**config.mk**
```make
export PLATFORM = sky130hd
export DESIGN_NAME = nrisc_ula_seq
export DESIGN_NICKNAME = d
export VERILOG_FILES = /design/src/rtl/nrisc_ula_pkg.sv /design/src/rtl/nrisc_ula_seq.sv
export SDC_FILE = /design/constraint.sdc
export NUM_CORES = 1
export LEC_CHECK = 0
export CORE_ASPECT_RATIO = 1.75
export CORE_UTILIZATION = 35
export CTS_CLUSTER_DIAMETER = 40
export DETAILED_ROUTE_END_ITERATION = 8
export PLACE_DENSITY = 0.68
export SYNTH_ARGS = -nofsm -noshare
export SYNTH_HDL_FRONTEND = slang
export SYNTH_SLANG_ARGS = --single-unit
```
**constraint.sdc**
```tcl
create_clock -name clk -period 4.31 [get_ports clk]
set_clock_uncertainty 0.1 [all_clocks]
set_input_delay 0.6465 -clock clk [delete_from_list [all_inputs] [get_ports clk]]
set_output_delay 0.6465 -clock clk [all_outputs]
set_load 0.02 [all_outputs]
```
**src/rtl/nrisc_ula_pkg.sv**
```systemverilog
// Shared definitions for the NRISC_ULA ALU and its request sequencer.
// ALU command encoding is {rotate, op[2:0]}; only SHR/SHL honour the rotate bit.
package nrisc_ula_pkg;

    localparam logic [2:0] OP_ADD  = 3'b000;
    localparam logic [2:0] OP_SUB  = 3'b001;
    localparam logic [2:0] OP_AND  = 3'b010;
    localparam logic [2:0] OP_OR   = 3'b011;
    localparam logic [2:0] OP_XOR  = 3'b100;
    localparam logic [2:0] OP_SHR  = 3'b101;
    localparam logic [2:0] OP_SHL  = 3'b110;
    localparam logic [2:0] OP_NOT  = 3'b111;
    localparam logic       CMD_ROT = 1'b1;

    typedef enum logic [1:0] {
        ST_IDLE = 2'b00,
        ST_EXEC = 2'b01,
        ST_CAPT = 2'b10,
        ST_DONE = 2'b11
    } seq_state_t;

    function automatic logic is_shift_op(input logic [3:0] op);
        return (op[2:0] == OP_SHR) || (op[2:0] == OP_SHL);
    endfunction

endpackage

```
**src/rtl/nrisc_ula_seq.sv**
```systemverilog
// ALU request sequencer: single-pass ops take 3 cycles, shift by n loops the 1-bit ALU shift (1+2n cycles).
// Accepts only in IDLE; the result is held in DONE until resp_ready, with no same-cycle turnaround.
module nrisc_ula_seq
    import nrisc_ula_pkg::*;
#(
    parameter int TAM   = 16,
    parameter int CNT_W = 4
) (
    input  logic           clk,
    input  logic           rst,
    input  logic           req_valid,
    output logic           req_ready,
    input  logic [3:0]     req_op,
    input  logic [TAM-1:0] req_a,
    input  logic [TAM-1:0] req_b,
    output logic           resp_valid,
    input  logic           resp_ready,
    output logic [TAM-1:0] resp_data,
    output logic [2:0]     resp_flags,
    output logic [TAM-1:0] ULA_A,
    output logic [TAM-1:0] ULA_B,
    output logic [3:0]     ULA_ctrl,
    input  logic [TAM-1:0] ULA_OUT,
    input  logic [2:0]     ULA_flags
);

    seq_state_t     state_q, state_d;
    logic [CNT_W-1:0] cnt_q, cnt_d;
    logic [TAM-1:0] ula_a_q, ula_a_d;
    logic [TAM-1:0] ula_b_q, ula_b_d;
    logic [3:0]     ula_ctrl_q, ula_ctrl_d;
    logic [TAM-1:0] resp_data_q, resp_data_d;
    logic [2:0]     resp_flags_q, resp_flags_d;

    logic             req_shift;
    logic [CNT_W-1:0] req_cnt;
    logic [CNT_W-1:0] cnt_dec;

    assign req_shift = is_shift_op(req_op);
    assign req_cnt   = req_b[CNT_W-1:0];
    assign cnt_dec   = cnt_q - CNT_W'(1);

    always_ff @(posedge clk) begin
        if (rst) begin
            state_q      <= ST_IDLE;
            cnt_q        <= '0;
            ula_a_q      <= '0;
            ula_b_q      <= '0;
            ula_ctrl_q   <= '0;
            resp_data_q  <= '0;
            resp_flags_q <= '0;
        end else begin
            state_q      <= state_d;
            cnt_q        <= cnt_d;
            ula_a_q      <= ula_a_d;
            ula_b_q      <= ula_b_d;
            ula_ctrl_q   <= ula_ctrl_d;
            resp_data_q  <= resp_data_d;
            resp_flags_q <= resp_flags_d;
        end
    end

    always_comb begin
        state_d      = state_q;
        cnt_d        = cnt_q;
        ula_a_d      = ula_a_q;
        ula_b_d      = ula_b_q;
        ula_ctrl_d   = ula_ctrl_q;
        resp_data_d  = resp_data_q;
        resp_flags_d = resp_flags_q;

        unique case (state_q)
            ST_IDLE: begin
                if (req_valid) begin
                    cnt_d = req_shift ? req_cnt : CNT_W'(1);
                    if (req_shift && (req_cnt == '0)) begin
                        // Zero-count shift never touches the ALU: the operand is the answer.
                        state_d      = ST_DONE;
                        resp_data_d  = req_a;
                        resp_flags_d = {1'b0, (req_a == '0), 1'b0};
                    end else begin
                        state_d    = ST_EXEC;
                        ula_a_d    = req_a;
                        ula_b_d    = req_shift ? '0 : req_b;
                        ula_ctrl_d = req_op;
                    end
                end
            end
            ST_EXEC: begin
                state_d = ST_CAPT;
            end
            ST_CAPT: begin
                resp_data_d  = ULA_OUT;
                resp_flags_d = ULA_flags;
                cnt_d        = cnt_dec;
                if (cnt_dec != '0) begin
                    state_d = ST_EXEC;
                    ula_a_d = ULA_OUT;
                end else begin
                    state_d = ST_DONE;
                end
            end
            ST_DONE: begin
                if (resp_ready) begin
                    state_d    = ST_IDLE;
                    ula_ctrl_d = '0;
                end
            end
            default: state_d = ST_IDLE;
        endcase
    end

    assign req_ready  = (state_q == ST_IDLE);
    assign resp_valid = (state_q == ST_DONE);
    assign resp_data  = resp_data_q;
    assign resp_flags = resp_flags_q;
    assign ULA_A      = ula_a_q;
    assign ULA_B      = ula_b_q;
    assign ULA_ctrl   = ula_ctrl_q;

endmodule

```
==> flow_metrics.env <==
export IMPL_rr_worst_depth=6
export IMPL_dp_cells=458
export IMPL_grt_max_degree=64
export IMPL_postCtsSetupBuffers=0
export IMPL_fin_area_sq_um=4200
export IMPL_drive_gt1_share_pct=13.7
export IMPL_yosysWarnings=0
export IMPL_synth_edf_count=0
export IMPL_wl_per_cell_um=16.7
export IMPL_diodes=0
export IMPL_grt_busiest_layer="met2"
export IMPL_cts_root_buf="clkbuf_16"
export IMPL_ant_nets=0
export IMPL_ys_ff_latch=61
export IMPL_worstPathMaxFanout=18
export IMPL_place_congestion=0.822
export IMPL_met3_usage_pct=5.79
export IMPL_regArea_sq_um=1220
export IMPL_fmax_mhz=358
export IMPL_synth_cell_types=41
export IMPL_use_met1_pct=20.5
export IMPL_setup_violations=0
export IMPL_drc=0
export IMPL_die_w_um=69.3
export IMPL_port_buffers=115
export IMPL_start_util_pct=36.4
export IMPL_fillers=706
export IMPL_ys_flop_type="dfxtp_1"
export IMPL_cts_max_path_buffers=2
export IMPL_critPathKind="primary input to register"
export IMPL_drv_slew=0
export IMPL_hold_class="register to register"
export IMPL_io_pins=116
export IMPL_status="completed"
export IMPL_rrSetupSlack_ps=1730
export IMPL_num_vias=2602
export IMPL_drt_first_pass_iters=4
export IMPL_r2r_start="cnt_q[0]"
export IMPL_clock_sinks=61
export IMPL_post_dp_cell_area_sq_um=3930
export IMPL_dpl_hpwl_um=5700
export IMPL_multiInputGateArea_sq_um=1410
export IMPL_rsz0062_at_grt="no"
export IMPL_power_density_nw_per_um2=389
export IMPL_nNetsFinal=442
export IMPL_syn2layout_area_growth_pct=51.5
export IMPL_cts_hold_buffers_added=0
export IMPL_start_kind="primary input"
export IMPL_wl_um=7890
export IMPL_cts_buffers=9
export IMPL_yosysSeqAreaShare_pct=44.1
export IMPL_clk_pin_slew_ps=50
export IMPL_htreeDepth=3
export IMPL_synth_area_sq_um=2770
export IMPL_period_share_pct=64.7
export IMPL_antenna_found_initial=0
export IMPL_maxCapViolations=0
export IMPL_cts_resized=0
export IMPL_hold_path_end="ULA_ctrl[0]"
export IMPL_grt_pass1_vias=2612
export IMPL_use_met2_pct=35.0
export IMPL_grt_pass1_wl_um=12700
export IMPL_layout_cells_non_filler=474
export IMPL_die_height_um=120
export IMPL_syn_num_nets=340
export IMPL_synth_cells=279
export IMPL_overflow=0
export IMPL_syn_avg_cell_area_sq_um=9.93
export IMPL_cp_required_ps=4430
export IMPL_slew_headroom_pct=29.4
export IMPL_reg2reg_to="ULA_A[4]"
export IMPL_synthArstFlopShare_pct=0
export IMPL_fin_crit_ps=2790
export IMPL_rows=42
export IMPL_die_area_sq_um=8290
export IMPL_clock_latency_ps=320
export IMPL_hold_viol_final=0
export IMPL_peakVddDrop_mv=0.250
export IMPL_cts_tree="done"
export IMPL_cp_end_kind="register"
export IMPL_critical_path_arrival_ps=2910
export IMPL_drt_iter0_drc=135
export IMPL_setup_tns_ps=0
export IMPL_worst_slew_pin_slew_ps=1050
export IMPL_whs_path_depth=2
export IMPL_worstHoldStart="ULA_ctrl[0]"
export IMPL_leakagePower_nw=1.43
export IMPL_grt_use_total_pct=19.4
export IMPL_core_area_sq_um=7620
export IMPL_routed_via_density=5.49
## metal layers
layer / vias to the layer above / wire length, um / part of all wire (%)
li1: 1273 / - / -
met1: 1227 / 3090 / 39
met2: 92 / 4200 / 53
met3: 10 / 469 / 5.9
met4: 0 / 141 / 1.8
met5: - / 0 / 0
## through the flow
stage / util (%) / setup WS, ps / power, mW / hold slack (ps)
finish: 55.1 / 1520 / 1.63 / 353
global route: 55.1 / 1330 / 1.71 / 380
CTS: 55.1 / 1550 / 1.65 / 359
detailed placement: 51.5 / 1210 / 0.999 / 350
global placement: 51.5 / 1240 / 0.993 / 349
floorplan: - / 2260 / 0.838 / 376
## layout make-up
cell class	instances	share of cell area [%]
Clock inverter	1	0.119
Clock buffer	15	6.38
Timing Repair Buffer	118	27.8
Inverter	3	0.268
Sequential cell	61	29.1
Multi-Input combinational cell	188	33.7
Tap cell	88	2.62
## state kept, by name, summed over array words and instances, names as in the netlist
signal,count
ULA_A,16
ULA_B,16
resp_data,16
ULA_ctrl,4
cnt_q,4
resp_flags,3
state_q,2
## report_power, final
part	internal (mW)	switching (mW)	leakage, nW
combinational	0.172	0.180	0.795
sequential	0.608	0.0267	0.500
clock	0.419	0.227	0.134
total	1.20	0.434	1.43
## synth_stat cells (2+ instances only)
master     n  area share [%]
o21ai_0    8             1.4
a211oi_1  25             6.8
mux2i_1   17             6.1
or2_2      2            0.45
nand2b_1   2            0.45
ha_1       2            0.90
nand2_1    8             1.1
buf_6      2            0.81
and2_1     2            0.45
a21oi_1   25             4.5
nor2_1     5            0.68
buf_2      9             1.6
nor4_1     4            0.90
o21a_1     2            0.54
dfxtp_1   61              44
a31oi_1   18             4.1
nand3b_1   4             1.1
a311oi_1   3            0.95
buf_4      3            0.81
nor3b_1   16             4.3
inv_1      3            0.41
clkbuf_1  13             1.8
nor2b_1    3            0.68
a211oi_2  10             4.5
a31o_2    16             5.1
## how the worst max path moves through the flow
stage | start | endpoint | slack (ps) | depth (start not counted)
floorplan | req_op[2] | ULA_A[5] | 2260 | 6
finish | req_op[2] | ULA_A[4] | 1520 | 5
global placement | req_b[1] | ULA_A[4] | 1240 | 5
global route | req_op[2] | ULA_A[2] | 1330 | 5
detailed placement | req_op[2] | ULA_A[4] | 1210 | 5
CTS | req_b[1] | ULA_A[4] | 1550 | 5
## cells in the final DEF (no fill, tap or decap), types with 3 or more instances in the layout
master | netlist | layout
clkdlybuf4s50_1 | 0 | 114
dfxtp_1 | 61 | 61
a21oi_1 | 25 | 25
a211oi_1 | 25 | 25
a31oi_1 | 18 | 18
mux2i_1 | 17 | 17
a31o_2 | 16 | 16
nor3b_1 | 16 | 16
a211oi_2 | 10 | 10
clkbuf_16 | 0 | 9
nand2_1 | 8 | 8
o21ai_0 | 8 | 8
nor2_1 | 5 | 4
nor4_1 | 4 | 4
nand3b_1 | 4 | 4
clkbuf_1 | 13 | 4
inv_1 | 3 | 3
a311oi_1 | 3 | 3
buf_4 | 3 | 3
## cell families after synthesis
kind of cell | share of synthesized area [%]
simple gates | 13.5
buf+inv | 5.42
flops | 44.1
mux | 6.14
xor+xnor | 0.903
compound gates | 29.1
fa+ha+maj | 0.903
## critical path, stage by stage
cell and delay (ps):
clkdlybuf4s50_1 500, nor2b_1 470, nand4_4 350, and3_1 580
a211oi_1 360
(Power assumes the default switching activity.)
